### src/rtl/char_bbox_locate.sv
// char_bbox_locate: per-frame bounding box of thresholded pixels inside an ROI, plus scan-row placement.
// Define CHAR_BBOX_OVERLAY_EN to draw the latched box and scan rows onto o_data.
module char_bbox_locate #(
   parameter int MIN_HITS = 64,
   parameter int MIN_H    = 20
) (
   input  logic        clk,
   input  logic        rst,
   input  logic        i_hs,
   input  logic        i_vs,
   input  logic        i_de,
   input  logic [11:0] i_x,
   input  logic [11:0] i_y,
   input  logic [23:0] i_data,
   input  logic        i_th,
   input  logic [11:0] roi_left,
   input  logic [11:0] roi_right,
   input  logic [11:0] roi_up,
   input  logic [11:0] roi_down,
   output logic [11:0] char_up,
   output logic [11:0] char_down,
   output logic [11:0] char_left,
   output logic [11:0] char_right,
   output logic [11:0] row_scanf_line1,
   output logic [11:0] row_scanf_line2,
   output logic        bbox_valid,
   output logic        o_hs,
   output logic        o_vs,
   output logic        o_de,
   output logic        o_th,
   output logic [11:0] o_x,
   output logic [11:0] o_y,
   output logic [23:0] o_data
);

   typedef enum logic [1:0] {IDLE, ACCUM, LATCH} state_t;

   localparam logic [15:0] MinHitsW = 16'(MIN_HITS);
   localparam logic [11:0] MinHW    = 12'(MIN_H);

   state_t      state, next_state;
   logic        vs_prev;
   logic [11:0] min_x, max_x, min_y, max_y;
   logic [15:0] hit_cnt;
   logic        vs_rise, vs_fall, in_roi, hit, frame_ok;
   logic [11:0] box_h, line_off;
   logic [23:0] data_next;

   assign vs_rise  = i_vs & ~vs_prev;
   assign vs_fall  = ~i_vs & vs_prev;
   assign in_roi   = (i_x >= roi_left) && (i_x <= roi_right) &&
                     (i_y >= roi_up)   && (i_y <= roi_down);
   assign hit      = (state == ACCUM) && !vs_fall && i_de && i_th && in_roi;
   assign box_h    = max_y - min_y;
   assign line_off = {2'b00, box_h[11:2]} + {4'b0000, box_h[11:4]};
   assign frame_ok = (hit_cnt >= MinHitsW) && (box_h >= MinHW);

   always_comb begin
      next_state = state;
      case (state)
         IDLE:    if (vs_rise) next_state = ACCUM;
         ACCUM:   if (vs_fall) next_state = LATCH;
         LATCH:   next_state = IDLE;
         default: next_state = IDLE;
      endcase
   end

   // vs_prev tracks i_vs even in reset, so a frame already running when reset
   // releases never looks like a fresh rising edge.
   always_ff @(posedge clk) begin
      vs_prev <= i_vs;
      if (rst) state <= IDLE;
      else     state <= next_state;
   end

   always_ff @(posedge clk) begin
      if (rst) begin
         min_x   <= 12'hFFF;
         min_y   <= 12'hFFF;
         max_x   <= 12'h000;
         max_y   <= 12'h000;
         hit_cnt <= 16'h0000;
      end else if (state == IDLE && vs_rise) begin
         min_x   <= 12'hFFF;
         min_y   <= 12'hFFF;
         max_x   <= 12'h000;
         max_y   <= 12'h000;
         hit_cnt <= 16'h0000;
      end else if (hit) begin
         if (i_x < min_x) min_x <= i_x;
         if (i_x > max_x) max_x <= i_x;
         if (i_y < min_y) min_y <= i_y;
         if (i_y > max_y) max_y <= i_y;
         if (hit_cnt != 16'hFFFF) hit_cnt <= hit_cnt + 16'd1;
      end
   end

   // A rejected frame keeps the previous box so the scanner has stable rows.
   always_ff @(posedge clk) begin
      if (rst) begin
         char_up         <= 12'h000;
         char_down       <= 12'h000;
         char_left       <= 12'h000;
         char_right      <= 12'h000;
         row_scanf_line1 <= 12'h000;
         row_scanf_line2 <= 12'h000;
         bbox_valid      <= 1'b0;
      end else if (state == LATCH) begin
         bbox_valid <= frame_ok;
         if (frame_ok) begin
            char_up         <= min_y;
            char_down       <= max_y;
            char_left       <= min_x;
            char_right      <= max_x;
            row_scanf_line1 <= min_y + line_off;
            row_scanf_line2 <= max_y - line_off;
         end
      end
   end

`ifdef CHAR_BBOX_OVERLAY_EN
   logic in_box, on_col, on_row, on_line;

   assign in_box  = (i_x >= char_left) && (i_x <= char_right) &&
                    (i_y >= char_up)   && (i_y <= char_down);
   assign on_col  = (i_x == char_left || i_x == char_right) && (i_y >= char_up) && (i_y <= char_down);
   assign on_row  = (i_y == char_up || i_y == char_down) && (i_x >= char_left) && (i_x <= char_right);
   assign on_line = (i_y == row_scanf_line1 || i_y == row_scanf_line2) && in_box;

   always_comb begin
      data_next = i_data;
      if (bbox_valid && (on_col || on_row)) data_next = 24'hFF0000;
      else if (bbox_valid && on_line)       data_next = 24'h00FF00;
   end
`else
   assign data_next = i_data;
`endif

   always_ff @(posedge clk) begin
      if (rst) begin
         o_hs   <= 1'b0;
         o_vs   <= 1'b0;
         o_de   <= 1'b0;
         o_th   <= 1'b0;
         o_x    <= 12'h000;
         o_y    <= 12'h000;
         o_data <= 24'h000000;
      end else begin
         o_hs   <= i_hs;
         o_vs   <= i_vs;
         o_de   <= i_de;
         o_th   <= i_th;
         o_x    <= i_x;
         o_y    <= i_y;
         o_data <= data_next;
      end
   end

endmodule

### config.mk
export PLATFORM = sky130hd
export DESIGN_NAME = char_bbox_locate
export DESIGN_NICKNAME = d
export VERILOG_FILES = /design/src/rtl/char_bbox_locate.sv
export SDC_FILE = /design/constraint.sdc
export NUM_CORES = 1
export LEC_CHECK = 0
export ABC_AREA = 1
export BUFFER_PORTS_ARGS = -buffer_cell sky130_fd_sc_hd__buf_2
export CORE_MARGIN = 4
export CORE_UTILIZATION = 45
export DETAILED_ROUTE_END_ITERATION = 8
export GPL_TIMING_DRIVEN = 0
export PLACE_DENSITY = 0.77
export RECOVER_POWER = 100
export SETUP_SLACK_MARGIN = 0.02
export SLEW_MARGIN = 20
export SYNTH_ARGS = -nofsm -noshare
export SYNTH_HDL_FRONTEND = slang
export SYNTH_SLANG_ARGS = --single-unit
### constraint.sdc
create_clock -name clk -period 4.99 [get_ports clk]
set_input_delay 0 -clock clk [delete_from_list [all_inputs] [get_ports clk]]
set_output_delay 0 -clock clk [all_outputs]
set_load 0.01 [all_outputs]
=== Word level (Yosys, flattened, before mapping) ===
Cells that the tools add are included.

* $add $sub $neg: 5
* $mul: 0
* Div/mod/pow operators: 0
* Magnitude comparators: 10
* Equality and inequality tests: 5
* Shift-type cells: 0
* Multiplexer cells: 3
* Bitwise operators: 4
* Reductions and logical operators: 19

{| class="wikitable"
|+ Operators with widths
! cell !! count
|-
| 12-bit greater-or-equal comparator || 2
|-
| 12-bit greater-than comparator || 2
|-
| 12-bit <= comparator || 2
|-
| 12-bit < comparator || 2
|-
| 16-bit by 1-bit adder with 16-bit output, second input constant || 1
|-
| 16-bit by 7-bit greater-or-equal comparator with 1-bit output, second input constant || 1
|-
| 16-bit != test, second input constant || 1
|-
| 2-bit AND reduction || 7
|-
| 12-bit by 11-bit adder with 12-bit output || 1
|-
| 12-bit by 5-bit greater-or-equal comparator with 1-bit output, second input constant || 1
|-
| 12-bit by 11-bit subtractor with 12-bit output || 1
|-
| 12-bit subtractor || 1
|-
| 10-bit by 8-bit adder with 11-bit output || 1
|-
| 1-bit logical AND || 9
|-
| 2-bit two-way mux || 2
|-
| 2-bit != test, second input constant || 2
|-
| 2-bit one-hot mux with 2 select lines || 1
|-
| 1-bit bitwise AND || 2
|-
| 2-bit by 1-bit equality test with 1-bit output, second input constant || 1
|-
| 2-bit equality test, second input constant || 1
|-
| 2-bit logical NOT || 1
|-
| 1-bit NOT || 2
|-
| 2-bit OR reduction || 1
|-
| 1-bit logical NOT || 1
|}

* Register bits: 192
* Bits in latches: 0
* Bits in writable memories: 0
* Memory bits (read-only): 0
* Input bits: 102
* Output and inout bits: 125
* Logic and storage cells: 67
* Memories: 0

=== Logic depth before layout (Yosys ltp) ===
Gate-level depths: netlist of run 1.

* Word-level depth: 8
* Gate-level depth with buffers: 30
* Depth with buffers taken out: 30

=== Worst setup path after synthesis of run 1 ===
OpenSTA, ideal clock, no wires.

* Path type: reg2reg
* Start: register max_y[0]
* End: register row_scanf_line1[9]
* Library setup time: 0.112 ns
* Arrival time: 3.746 ns
* Data required time: 4.878 ns
* Slack: 1.133 ns
* Cell stages (with the launch flop): 27
* Buffers on the path: 0
* Clock period less this slack: 3.857 ns
* Cells stage by stage: dfxtp_1 inv_1 ha_1 inv_1 fa_1 nand3_1 nand3_1 nand2_1 nand2_1 nand2_1 nand2_1 ha_1 inv_1 o21ai_0 o21bai_1 xor2_1 inv_1 ha_1 nand2_1 inv_1 a21oi_1 o21ai_0 a21oi_1 xor2_1 nand3_1 nand2_1 nor2_1

* Longest elaborated chain between the ends: 4
* Elaborated cells between the ends (all ways): 6
* Classes of those cells: add/sub (3); order compare (1); reduce/logical (2)

{| class="wikitable"
|+ RTL lines
! element !! line !! RTL
|-
| start: declaration || 43 || <nowiki>logic [11:0] min_x, max_x, min_y, max_y;</nowiki>
|-
| start signal: assignment || 93 || <nowiki>if (i_y > max_y) max_y <= i_y;</nowiki>
|-
| 12-bit subtractor (*) || 54 || <nowiki>assign box_h = max_y - min_y;</nowiki>
|-
| parallel branches: the longest is 3 deep, another holds 12-bit by 11-bit adder with 12-bit output || - ||
|-
| end signal: assignment || 115 || <nowiki>row_scanf_line1 <= min_y + line_off;</nowiki>
|-
| end: declaration || 24 || <nowiki>output logic [11:0] row_scanf_line1,</nowiki>
|}

Mark *: on every way between the ends.
A chain may end at the register's enable or synchronous reset.

=== Final worst setup path of run 1 ===
* Start: register min_y[1]
* End: register row_scanf_line2[9]

* Longest elaborated chain between the ends: 4
* Elaborated cells between the ends (all ways): 6
* Classes of those cells: add/sub (3); order compare (1); reduce/logical (2)

{| class="wikitable"
|+ RTL lines
! element !! line !! RTL
|-
| start: declaration || 43 ||
|-
| start signal: assignment || 92 || <nowiki>if (i_y < min_y) min_y <= i_y;</nowiki>
|-
| 12-bit subtractor (*) || 54 ||
|-
| parallel branches: the longest is 3 deep, another holds 12-bit by 11-bit subtractor with 12-bit output || - ||
|-
| end signal: assignment || 116 || <nowiki>row_scanf_line2 <= max_y - line_off;</nowiki>
|-
| end: declaration || 25 || <nowiki>output logic [11:0] row_scanf_line2,</nowiki>
|}

Marked as above.

==> results.md, run 1 <==
Die:
- Pin placement for this block handled 227 I/O pins.
- In this run the vertical extent of the chip is 170 µm.
- The die is 170 µm wide.
- The die covers 28800 µm².
- The region available for standard cell placement spans ~25000 µm².
- In this run the core area contains 58 standard-cell rows.
- The initial utilization of the core area, before any placement, comes to 46.1%.

Timing:
- Setup violations remaining at the end of the flow were counted as 0.
- The slew at the pin with the worst max-slew slack is 0.992 ns.
- Setup repair after global routing left no endpoint under its margin.
- Headroom to the max-slew limit came out at between 30 and 40%.
- The time the final worst path needs with I/O delays and setup is 4.58 ns.
- The clock tree skew after final layout is 0.0141 ns.
- The post-layout worst setup margin is ~0.41 ns.
- The maximum clock frequency is between 0.2 and 0.25 GHz.
- The number of max-slew violations in the final report is 0.
- The period utilization is ~92%.
- The accumulated negative setup slack is 0 ns.
- The total count of hold-check failures in the final report is 0.

Min path:
- The class of the tightest hold or removal check is in2reg.

Finish:
- Cells fill 55.9% of the core in the end.
- The layout overhead on the synthesized area is 21.0%.
- The number of antenna diodes in the final layout is 0.
- Cells with a size suffix above 1 make up 8.09% of the layout.
- The layout net count is about 2200.

Power and ir drop:
- For this design the total switching power over the nets is 0.967 mW.
- The power share of the sequential group is 46.5%.
- The internal power is 2.39 mW.
- Dividing total power by cell area gives a power density of between 200 and 250 nW/µm².
- Net switching is between 20% and 30% of the power.
- In this run, the combinational gates consume 11.3% of the power.
- In this run, the clock network consumes 42.2% of the power.
- After layout, the design draws a total of 3.36 mW.
- In this run the static leakage power is 7.14 nW.
- The maximum VDD drop is 0.211 mV.

Global routing:
- The initial antenna violation count is 0.
- The overall global routing resource usage is 24.9%.
- The via count of the first global-routing pass is 11700.
- Entering global routing, the biggest net connects 22 pins.
- The total overflow left after global routing is 0.
- The wire length of the first global-routing pass is 58200 µm.

Clock network:
- The root buffer cell chosen for the clock tree is sky130_fd_sc_hd__clkbuf_16.
- TritonCTS created 17 clock buffers.
- The H-tree was split into 4 levels.
- For the worst-skew pair, the clock arrives at the later sink with an insertion delay of 0.45 ns.
- The clock-pin slew on the worst setup and hold paths is 0.09 ns.
- The maximum buffer depth of the clock tree is 2.
- TritonCTS built the clock tree.
- The tree built by TritonCTS fans out to 192 sinks.

Detailed routing:
- The number of routed nets with antenna violations is 0.
- The detailed-route vias per instance is approximately 5.2.
- The iteration count of the initial detailed-routing pass is 5.
- The detail-routed net length per standard cell is approximately 16 µm.
- The detailed router placed 12100 vias in this run.
- After detailed routing, the number of remaining DRC violations is 0.
- The routed design has 36200 µm of wire.
- After the first detailed-routing iteration, the DRC count stood at 848.

Synthesis:
- The flip-flop and latch count after synthesis is 192.
- The count of warnings emitted by yosys is 0.
- When the netlist entered floorplanning its net count stood at just under 2000.
- After synthesis, the netlist uses 42 different library cells.
- After technology mapping, the gate count stands at 1691.
- The area of the mapped netlist is 11800 µm².
- Of the synthesized area, sequential elements account for 32.7%.
- Dividing the synthesized area by the synthesized cell count gives 6.95 µm².

Placement:
- The port buffer count is 226.
- The placed wire-length estimate after detailed placement is 27700 µm.
- The congestion estimate from routability-driven global placement came to 0.925.
- OpenSTA, run right after detailed placement, puts the worst setup slack at 0.177 ns.

Flow run:
- The number of max-cap violations is 0.

Critical path:
- The worst setup path is of the reg2reg kind.
- The nature of the critical path startpoint is a register.
- The required arrival time at the worst endpoint is 5.36 ns.
- Along the worst path, the maximum fanout reaches 5.
- The worst path arrival time is 4.96 ns.
- The worst setup path is captured at a register.

Run status:
- The flow ran to the end, and the final reports show no timing, DRC or antenna violations.
## final timing paths
check,slack (ns),cells after the start,end,from
max,0.41,23,row_scanf_line2[9],min_y[1]
min,0.28,4,o_data[12],i_data[12]
max reg2reg,0.41,23,row_scanf_line2[9],min_y[1]
min reg2reg,0.46,2,state[1],vs_prev
## layout make-up
type / instances / area (µm²)
buffer: 54 / 250
inverter: 247 / 928
fill: 2506 / 11200
clock buffer: 17 / 425
multi-input combinational: 1198 / 6680
sequential: 192 / 3840
clock inverter: 15 / 183
timing repair buffer: 280 / 1510
tap: 330 / 413
## synthesized netlist by cell type (all sizes together)
| cell type | n | area, µm² |
|---|---|---|
| ha | 137 | 1710 |
| nor2 | 262 | 1020 |
| fa | 3 | 60.1 |
| a21oi | 101 | 505 |
| a21o | 2 | 15.0 |
| buf | 18 | 175 |
| a21boi | 3 | 22.5 |
| dfxtp | 192 | 3840 |
| nor4 | 8 | 50.1 |
| o22a | 1 | 8.76 |
| nand3 | 173 | 871 |
| xor2 | 30 | 263 |
| nand3b | 6 | 45.0 |
| nor3b | 4 | 40.0 |
| and2 | 1 | 6.26 |
| nand4 | 31 | 194 |
| o21a | 1 | 7.51 |
| a31oi | 1 | 6.26 |
| and3 | 1 | 6.26 |
| o21ai | 49 | 245 |
| nor3 | 12 | 65.1 |
| o211ai | 7 | 52.6 |
| inv | 247 | 935 |
| nand2 | 350 | 1340 |
| clkbuf | 36 | 135 |
| o21bai | 2 | 15.0 |
| a221oi | 3 | 26.3 |
| xnor2 | 7 | 61.3 |
| a41oi | 1 | 16.3 |
| a211oi | 2 | 15.0 |
## worst max-delay path, cell delays in order, from the launching register on
cell and delay, ns:
sky130_fd_sc_hd__dfxtp_1 0.44, sky130_fd_sc_hd__inv_1 0.19, sky130_fd_sc_hd__fa_1 0.52, sky130_fd_sc_hd__nand3_1 0.11, sky130_fd_sc_hd__nand3_1 0.17, sky130_fd_sc_hd__nand2_1 0.16, sky130_fd_sc_hd__nand2_1 0.08, sky130_fd_sc_hd__nand2_1 0.06
sky130_fd_sc_hd__nand2_1 0.12, sky130_fd_sc_hd__ha_1 0.37, sky130_fd_sc_hd__inv_1 0.11, sky130_fd_sc_hd__o21ai_1 0.10, sky130_fd_sc_hd__o21bai_2 0.24, sky130_fd_sc_hd__xor2_2 0.21, sky130_fd_sc_hd__buf_4 0.16, sky130_fd_sc_hd__ha_1 0.36
sky130_fd_sc_hd__nand2_1 0.09, sky130_fd_sc_hd__inv_1 0.06, sky130_fd_sc_hd__a21boi_1 0.08, sky130_fd_sc_hd__o21ai_0 0.32, sky130_fd_sc_hd__a31oi_1 0.15, sky130_fd_sc_hd__xnor2_1 0.25, sky130_fd_sc_hd__nor2_1 0.07, sky130_fd_sc_hd__nor2_1 0.10
## placed cells by master (no fill, tap or decap), types with 7 or more instances in the layout
master	synthesis	routed
sky130_fd_sc_hd__nor3_1	11	11
sky130_fd_sc_hd__nand3_1	172	172
sky130_fd_sc_hd__nor4_1	8	8
sky130_fd_sc_hd__nor2_1	253	253
sky130_fd_sc_hd__inv_1	245	244
sky130_fd_sc_hd__o211ai_1	7	7
sky130_fd_sc_hd__xor2_1	30	28
sky130_fd_sc_hd__ha_1	137	137
sky130_fd_sc_hd__nor2_2	8	8
sky130_fd_sc_hd__clkbuf_1	36	172
sky130_fd_sc_hd__clkbuf_16	0	17
sky130_fd_sc_hd__nand2_1	347	347
sky130_fd_sc_hd__buf_2	2	100
sky130_fd_sc_hd__xnor2_1	7	7
sky130_fd_sc_hd__nand4_1	31	31
sky130_fd_sc_hd__a21oi_1	101	101
sky130_fd_sc_hd__dlygate4sd3_1	0	53
sky130_fd_sc_hd__dfxtp_1	192	191
sky130_fd_sc_hd__o21ai_0	49	46
## power by group through the flow
stage | clock (mW) | combinational [mW] | sequential [mW]
after detailed placement | 0 | 0.348 | 1.60
after CTS | 1.43 | 0.383 | 1.56
after global placement | 0 | 0.337 | 1.60
after floorplan | 0 | 0.185 | 1.61
final | 1.42 | 0.380 | 1.56
after global routing | 1.50 | 0.428 | 1.56
## metrics by stage
step / cell area (µm²) / instances / hold WS, ns
2_1_floorplan: 11800 / 1691 / 0.0277
3_3_place_gp: 13300 / 2247 / 0.141
3_5_place_dp: 13300 / 2247 / 0.146
4_1_cts: 14400 / 2332 / 0.229
5_1_grt: 14200 / 2333 / 0.283
6_report: 14200 / 2333 / 0.284
## sequential cells by signal, indices dropped and copies added (netlist names), 2 cells and up
signal	cells
max_y	12
row_scanf_line2	12
max_x	12
char_down	12
o_y	12
char_right	12
char_up	12
min_x	12
row_scanf_line1	12
hit_cnt	16
min_y	12
state	2
char_left	12
o_x	12
o_data	24
## cell families after synthesis
logic type                 share of synthesized area [%]
and+or+nand+nor                                     30.9
buffers and inverters                               10.6
DFF                                                 32.7
AOI/OAI and AO/OA                                   7.96
adders and majority gates                           15.1
xor gates and xnor gates                            2.76
## per-layer routing
| layer | up-vias | global-route usage (%) | part of all wire, % |
|---|---|---|---|
| li1 | 6033 | - | - |
| met1 | 5541 | 32.7 | 44 |
| met2 | 439 | 41.0 | 45 |
| met3 | 68 | 5.47 | 8.2 |
| met4 | 0 | 8.09 | 2.9 |
| met5 | - | 0 | 0 |
## what timing repair did
item	CTS	global route
resized for setup	0	9
hold buffers	53	0
setup endpoints to repair	0	8
buffers inserted	0	1
endpoints found under the hold margin	100	0
Power figures use the tool's default switching activity.
==> inputs of run 2 (changes only) <==
CORE_ASPECT_RATIO = 0.8   (was default)
REMOVE_ABC_BUFFERS = 1   (was default)
==> run 2 against run 1 <==
- register-to-register slack gained 0.04 ns
- sequential cell count stayed put
- critical path depth increased by 3
- largest cell class unchanged
- largest power group unchanged
==> results.md, run 2 (synthesis results as in run 1) <==
Run status:
- The flow ran to the end, and the final reports show no timing, DRC or antenna violations.

Critical path:
- The register-to-register path setup slack is 0.45 ns (+0.04 ns).
- The number of cells on the worst reg-to-reg path is 26 (+13%).
- The type of destination of the critical path is a register.
- The worst setup path is launched from a register.
- The worst path arrival time is 4.88 ns (-0.08 ns).
- The maximum single-stage delay on the critical path was 0.44 ns (-0.08 ns).
- The worst path buffer plus inverter count is 5 (+1).
- The peak fanout along the critical path is 5 (unchanged).
- The highest-delay cell along the critical path is sky130_fd_sc_hd__fa_1.
- In this run the worst setup path begins at max_y[0].
- The required arrival time at the worst endpoint was 5.32 ns (-0.04 ns).
- The worst register-to-register path ends at row_scanf_line1[9].
- The number of gates on the worst path with buffers counted is 26 (+13%).
- The category of cells accounting for the largest share of critical-path delay is adder cells.
- The worst register-to-register path begins at max_y[0].
- The capture point of the critical path is row_scanf_line1[9].
- The startpoint-to-endpoint class of the critical path is reg2reg.

Power and ir drop:
- The internal power came to 2.52 mW (+5.5%).
- The power share of the sequential group is 45.4% (-1.1 points).
- The part of the total power dissipated in the clock network is 43.9% (+1.7 points).
- The fraction of power spent switching nets is 26.7% (-2.1 points).
- The fraction of power consumed by combinational cells was 10.7% (-0.6 points).
- The power density relative to cell area is 242 nW/µm² (+2.4%).
- The reported leakage power is 7.08 nW (-0.83%).
- The switching power summed over all nets is 0.918 mW (-5.1%).
- The maximum VDD drop is 0.241 mV (+14%).

Detailed routing:
- The iteration count of the initial detailed-routing pass is 6 (+1).
- The detailed-route vias per instance is 5.11 (-1.2%).
- The via count was 11900 (-1.9%).
- The sum of routed wire segments on met1 came to 17200 µm (+8.8%).
- The sum of met2 wire segment lengths after detailed routing is 15200 µm (-7.4%).
- The number of routed nets with antenna violations was 0 (unchanged).
- The total wire length after detailed routing is 35900 µm (-0.90%).
- The highest metal layer used by the detailed router is met4.
- The detail-routed net length per standard cell is 15.5 µm (-0.26%).
- The DRC violation count after routing is 0 (unchanged).
- The violation count after the first detailed-routing iteration is 856 (+0.94%).
- The amount of wire on met3 after detailed routing came to 2860 µm (-3.1%).

Timing:
- The maximum clock frequency is 0.220 GHz (+0.91%).
- The total count of hold-check failures in the final report is 0 (unchanged).
- The max-slew headroom at the worst pin was 1.75% (-32 points).
- Setup repair after global routing left no endpoint under its margin.
- The number of max-slew violations in the final report is 0 (unchanged).
- The slew at the pin with the worst max-slew slack is 1.47 ns (+0.479 ns).
- The clock tree skew after final layout was 0.0175 ns (+0.00333 ns).
- The period utilization is 91.1% (-0.82 points).
- The time the final worst path needs with I/O delays and setup is 4.54 ns (-0.0411 ns).
- The number of endpoints failing setup at the final stage is 0 (unchanged).

Global routing:
- The pin count of the biggest net entering global routing is 74 (+240%).
- The wire length of the first global-routing pass is 56200 µm (-3.5%).
- The via count of the first global-routing pass is 11100 (-5.1%).
- The total global routing overflow is 0 (unchanged).
- The overall global routing resource usage is 23.9% (-1.1 points).
- The initial antenna violation count is 6 (+6).

Finish:
- Counting flops per register, the top entry is o_data.
- The most common cell after layout, fill and taps aside is sky130_fd_sc_hd__nand2_1.
- The final design area excluding fillers is 14200 µm² (about the same).
- The flip-flop count of the largest register after layout came to 24 (unchanged).
- The layout net count is 2189 (-1.9%).
- The utilization after layout is 55.8% (about the same).
- The layout overhead on the synthesized area is 21.1% (about the same).
- The top cell types in the final layout, fill and taps aside, are 346 x sky130_fd_sc_hd__nand2_1, 258 x sky130_fd_sc_hd__nor2_1, 244 x sky130_fd_sc_hd__inv_1, 191 x sky130_fd_sc_hd__dfxtp_1, 171 x sky130_fd_sc_hd__nand3_1.
- The share of cells above drive strength 1 is 7.14% (-0.95 points).
- The largest registers in the layout are o_data: 24 flops, hit_cnt: 16 flops.

Placement:
- The placed wire-length estimate after detailed placement is 26900 µm (-2.8%).
- The weighted congestion reported at the end of routability-driven placement is 0.923 (-0.25%).
- The placement-stage cell area is 13200 µm² (-0.48%).
- The port buffer count is 226 (unchanged).

Die:
- The floorplan core area is 25500 µm² (+0.13%).
- The floorplan die height is 153 µm (-10%).
- The number of rows in the core area is 52 (-10%).
- The starting density of the core is 46.1% (-0.059 points).
- The die width is 189 µm (+11%).
- The die outline area is 28800 µm² (about the same).
- The number of primary I/O pins is 227 (unchanged).

Clock network:
- The TritonCTS sink count is 192 (unchanged).
- The clock insertion delay at the later pin of the skew report was 0.45 ns (about the same).
- The clock-pin slew on the worst setup and hold paths is 0.08 ns (about the same).
- The total clock buffers created by CTS is 17 (unchanged).
- The H-tree depth is 4 (unchanged).
- The cell chosen for the clock root is sky130_fd_sc_hd__clkbuf_16.
- The clock tree from TritonCTS is done.
- The maximum buffer depth of the clock tree came to 2 (unchanged).

Min path:
- The min-delay analysis places its worst path in the category in2reg.

Flow run:
- The number of max-cap violations is 0 (unchanged).
==> run 2: cell types whose count changed in the layout (fill, tap and decap cells not counted), sizes merged <==
| cell | before | now |
|---|---|---|
| clkinv | 7 | 3 |
| diode | 0 | 7 |
| bufinv | 0 | 3 |
| buf | 109 | 88 |
| dlygate4sd3 | 53 | 52 |
| inv | 254 | 253 |
| clkinvlp | 1 | 3 |
| clkbuf | 189 | 168 |
==> run 2: per-stage QoR <==
step	setup slack (ns)	power [mW]	std cells	TNS [ns]	hold WS, ns
after floorplan	1.07	1.78	1637	0	0.0277
after global placement	-0.362	1.92	2214	-22.04	0.145
after detailed placement	0.345	1.94	2225	0	0.147
after CTS	0.291	3.46	2309	0	0.218
after global routing	0.0324	3.57	2317	0	0.0717
final	0.446	3.44	2318	0	0.0388
==> run 2: routing by layer <==
metal / vias up / track usage [%]
li1: 5940 / -
met1: 5466 / 34.4
met2: 404 / 36.7
met3: 44 / 4.95
met4: 0 / 5.93
met5: - / 0
==> run 2: timing repair <==
action / 4_1_cts / 5_1_grt
hold buffers: 52 / 0
endpoints found under the setup margin: 0 / 6
buffers inserted: 0 / 2
gates resized for setup: 0 / 7
hold endpoints to repair: 98 / 0
==> run 2: layout make-up <==
class / instances / area, µm²
tap: 351 / 439
antenna: 7 / 17.5
clock inverter: 15 / 220
fill: 2512 / 11300
inverter: 247 / 933
timing repair buffer: 291 / 1670
multi-input combinational: 1198 / 6690
sequential: 192 / 3840
clock buffer: 17 / 425
==> run 2: worst min-delay path by stage <==
stage	endpoint	slack [ns]	startpoint	depth (start not counted)
floorplan	vs_prev	0.03	i_vs	0
global placement	vs_prev	0.14	i_vs	1
global route	o_th	0.07	rst	2
detailed placement	vs_prev	0.15	i_vs	1
finish	o_de	0.04	rst	2
CTS	vs_prev	0.22	i_vs	2
==> run 2: power by group through the flow <==
| stage | registers [mW] | clock network [mW] | logic (mW) |
|---|---|---|---|
| 2_1_floorplan | 1.61 | 0 | 0.173 |
| 3_3_place_gp | 1.60 | 0 | 0.322 |
| 3_5_place_dp | 1.60 | 0 | 0.341 |
| 4_1_cts | 1.56 | 1.52 | 0.375 |
| 5_1_grt | 1.56 | 1.59 | 0.415 |
| 6_report | 1.56 | 1.51 | 0.370 |
==> inputs of run 3 (changes only) <==
REMOVE_ABC_BUFFERS = default   (was 1)
==> run 3 against run 2 <==
- sequential power is essentially flat
- clock power grew 3%
- clock skew shrank 0.00062 ns
- sequential cell count is the same
- largest power group unchanged
- routed wire length grew 3.0%
- sequential share of layout area shrank 0.10 points
- combinational power grew 3%
- die area is the same
- via count grew 1.5%
- highest routed layer unchanged
- total power grew 1.9%
- critical path depth shrank 2
- final area grew 0.38%
==> results.md, run 3 (synthesis results as in run 1) <==
Die:
- The floorplan die height is 153 µm (unchanged).
- The die width is 189 µm (unchanged).
- The starting density of the core was 46.1% (unchanged).
- The die outline area is 28800 µm² (unchanged).
- The number of rows in the core area is 52 (unchanged).
- The floorplan core area was 25500 µm² (unchanged).
- The number of primary I/O pins is 227 (unchanged).

Global routing:
- The via count of the first global-routing pass was 11600 (+5.0%).
- The overall global routing resource usage was 25.2% (+1.4 points).
- The pin count of the biggest net entering global routing is 17 (-77%).
- The wire length of the first global-routing pass is 59100 µm (+5.2%).
- The initial antenna violation count was 0 (-6).
- The total global routing overflow was 0 (unchanged).

Finish:
- The flip-flop count of the largest register after layout is 24 (unchanged).
- In the final layout, the registers with the most flip-flops are o_data: 24 flops, hit_cnt: 16 flops.
- The antenna diode count is 0 (-7).
- The final design area excluding fillers is 14300 µm² (+0.38%).
- Counting flops per register, the top entry is o_data.
- Leaving out fill and tap cells, the most frequent cell in the layout is sky130_fd_sc_hd__nand2_1.
- The total area of multi-input combinational cells is 6660 µm² (-0.39%).
- The layout overhead on the synthesized area is 21.6%.
- The area of all sequential standard cells is 3840 µm² (unchanged).
- The top cell types in the final layout, fill and taps aside, are 347 x sky130_fd_sc_hd__nand2_1, 253 x sky130_fd_sc_hd__nor2_1, 244 x sky130_fd_sc_hd__inv_1, 191 x sky130_fd_sc_hd__dfxtp_1, 174 x sky130_fd_sc_hd__clkbuf_1.
- The share of cells above drive strength 1 came to 7.84% (+0.70 points).
- The layout net count came to 2231 (+1.9%).
- The filler cell count in the final layout is 2506 (-0.24%).

Placement:
- The placement-stage cell area is 13300 µm² (+0.68%).
- The port buffer count is 226 (unchanged).
- The weighted congestion reported at the end of routability-driven placement is 0.965 (+4.5%).
- The placed wire-length estimate after detailed placement came to 28600 µm (+6.2%).

Power and ir drop:
- The power density relative to cell area came to 245 nW/µm² (+1.5%).
- The maximum VDD drop was 0.249 mV (+3.3%).
- The power share of the sequential group was 44.6% (-0.8 points).
- The part of the total power dissipated in the clock network is 44.6% (+0.7 points).
- The internal power came to 2.65 mW (+4.8%).
- The fraction of power consumed by combinational cells is 10.9% (+0.2 points).
- The reported leakage power is 7.16 nW (+1.1%).
- The fraction of power spent switching nets is 24.6% (-2.1 points).
- The switching power summed over all nets is 0.861 mW (-6.3%).

Critical path:
- The critical path goes through inv_1 > fa_1 > nand3_1 > nand3_1 > nand2_1 > nand2_1 > nand2_1 > nand2_1 > ha_1 > inv_1 > o21ai_1 > o21bai_1 > xor2_1 > inv_1 > ha_1 > nand2_1 > inv_1 > a21oi_1 > o21ai_0 > a21oi_1 > xor2_1 > nand3_1 > nand2_1 > nor2_1.
- The peak fanout along the critical path is 5 (unchanged).
- STA classifies the critical path endpoint as a register.
- The worst setup path is launched from a register.
- The category of cells accounting for the largest share of critical-path delay is adder cells.
- The maximum single-stage delay on the critical path is 0.52 ns (+0.08 ns).
- The worst path arrival time is 4.95 ns (+0.07 ns).
- The highest-delay cell along the critical path is sky130_fd_sc_hd__fa_1.
- The required arrival time at the worst endpoint was 5.33 ns (about the same).
- The critical path's most frequent cell is sky130_fd_sc_hd__nand2_1.
- The critical path is of the reg2reg type.
- The worst path buffer plus inverter count is 4 (-1).
- The register-to-register path setup slack is 0.38 ns (-0.06 ns).

Detailed routing:
- The number of routed nets with antenna violations is 0 (unchanged).
- The DRC violation count after routing is 0 (unchanged).
- The amount of wire on met3 after detailed routing is 3250 µm (+14%).
- The violation count after the first detailed-routing iteration is 837 (-2.2%).
- The via count is 12000 (+1.5%).
- The detail-routed net length per standard cell is 15.7 µm (+1.4%).
- The highest metal layer used by the detailed router is met4.
- The total wire length after detailed routing is 37000 µm (+3.0%).
- The iteration count of the initial detailed-routing pass came to 6 (unchanged).
- The sum of met2 wire segment lengths after detailed routing is 16300 µm (+7.3%).
- The sum of routed wire segments on met1 is 16700 µm (-2.7%).
- The detailed-route vias per instance is 5.11 (about the same).

Clock network:
- The clock-pin slew on the worst setup and hold paths is 0.07 ns (about the same).
- The H-tree depth is 4 (unchanged).
- The TritonCTS sink count is 192 (unchanged).
- The maximum buffer depth of the clock tree is 2 (unchanged).
- The clock tree from TritonCTS is done.
- The total clock buffers created by CTS is 17 (unchanged).
- The root buffer cell chosen for the clock tree is sky130_fd_sc_hd__clkbuf_16.
- The clock insertion delay at the later pin of the skew report is 0.45 ns (about the same).

Timing:
- The clock tree skew after final layout is 0.0168 ns (-0.000616 ns).
- Setup repair after global routing left no endpoint under its margin.
- The max-slew headroom at the worst pin came to 31.3% (+30 points).
- The maximum clock frequency came to 0.217 GHz (-1.4%).
- The time the final worst path needs with I/O delays and setup is 4.61 ns (+0.0650 ns).
- The slew at the pin with the worst max-slew slack is 1.03 ns (-0.442 ns).
- The number of max-slew violations in the final report is 0 (unchanged).
- The accumulated negative setup slack is 0 ns (unchanged).
- The number of endpoints failing setup at the final stage is 0 (unchanged).
- The period utilization came to 92.4% (+1.3 points).
- The total count of hold-check failures in the final report came to 0 (unchanged).

Run status:
- The run finished with clean final reports.

Min path:
- The class of the tightest hold or removal check is in2reg.

Flow run:
- The number of max-cap violations is 0 (unchanged).
==> run 3: changes by cell type in the layout (fill, tap and decap cells not counted), moves of 4 or more <==
| cell | previous run | this run |
|---|---|---|
| sky130_fd_sc_hd__buf_2 | 74 | 100 |
| sky130_fd_sc_hd__buf_4 | 5 | 1 |
| sky130_fd_sc_hd__buf_6 | 0 | 5 |
| sky130_fd_sc_hd__buf_8 | 6 | 0 |
| sky130_fd_sc_hd__clkbuf_1 | 151 | 174 |
| sky130_fd_sc_hd__diode_2 | 7 | 0 |
| sky130_fd_sc_hd__inv_8 | 5 | 1 |
| sky130_fd_sc_hd__nor2_1 | 258 | 253 |
| sky130_fd_sc_hd__nor2_2 | 3 | 8 |
==> run 3: area by class of cell <==
class / count / share of cell area [%]
Inverter: 247 / 6.50
Multi-Input combinational cell: 1198 / 46.6
Buffer: 54 / 1.72
Timing Repair Buffer: 279 / 10.5
Clock buffer: 21 / 3.29
Tap cell: 351 / 3.07
Clock inverter: 11 / 1.38
Sequential cell: 192 / 26.9
==> run 3: layer usage <==
metal | up-vias | GRT usage [%]
met5 | - | 0
met4 | 0 | 6.38
met3 | 58 | 5.70
met2 | 464 | 40.5
met1 | 5490 | 34.6
li1 | 6023 | -
==> run 3: stage by stage <==
step / utilization, % / total power [mW] / hold slack (ns) / worst slack (ns) / std cells
CTS: 56.9 / 3.53 / 0.231 / 0.284 / 2353
finish: 56.0 / 3.51 / 0.277 / 0.381 / 2353
detailed placement: 52.2 / 1.95 / 0.144 / 0.328 / 2268
floorplan: - / 1.79 / 0.0277 / 1.13 / 1691
global placement: 52.2 / 1.93 / 0.143 / 0.408 / 2268
global route: 56.0 / 3.64 / 0.300 / 0.0231 / 2353
==> run 3: timing repair <==
action                                  CTS  global route
buffers inserted                          0             0
hold buffers                             53             0
endpoints found under the setup margin    0             6
gates resized for setup                   0             5
endpoints found under the hold margin   101             0
==> run 3: path summary, 6_finish.rpt <==
check / from / endpoint / depth (start not counted)
worst min-delay path: i_vs / vs_prev / 2
worst max register to register: min_y[1] / row_scanf_line1[9] / 24
worst min register to register: min_x[10] / min_x[10] / 2
worst max-delay path: min_y[1] / row_scanf_line1[9] / 24
==> run 3: power groups by stage <==
stage	Clock (mW)	Combinational [mW]	Sequential, mW
global placement	0	0.335	1.60
detailed placement	0	0.349	1.60
floorplan	0	0.185	1.61
CTS	1.58	0.382	1.56
finish	1.56	0.380	1.56
global route	1.64	0.429	1.56
==> run 3: worst reg2reg max path, stage by stage (launching register included) <==
cell and delay (ns):
sky130_fd_sc_hd__dfxtp_1 0.43, sky130_fd_sc_hd__inv_1 0.20, sky130_fd_sc_hd__fa_1 0.52, sky130_fd_sc_hd__nand3_1 0.11, sky130_fd_sc_hd__nand3_1 0.13, sky130_fd_sc_hd__nand2_1 0.13
sky130_fd_sc_hd__nand2_1 0.08, sky130_fd_sc_hd__nand2_1 0.06, sky130_fd_sc_hd__nand2_1 0.09, sky130_fd_sc_hd__ha_1 0.35, sky130_fd_sc_hd__inv_1 0.09, sky130_fd_sc_hd__o21ai_1 0.21
sky130_fd_sc_hd__o21bai_1 0.23, sky130_fd_sc_hd__xor2_1 0.27, sky130_fd_sc_hd__inv_1 0.08, sky130_fd_sc_hd__ha_1 0.35, sky130_fd_sc_hd__nand2_1 0.11, sky130_fd_sc_hd__inv_1 0.04
sky130_fd_sc_hd__a21oi_1 0.20, sky130_fd_sc_hd__o21ai_0 0.18, sky130_fd_sc_hd__a21oi_1 0.21, sky130_fd_sc_hd__xor2_1 0.19, sky130_fd_sc_hd__nand3_1 0.09, sky130_fd_sc_hd__nand2_1 0.10
sky130_fd_sc_hd__nor2_1 0.05
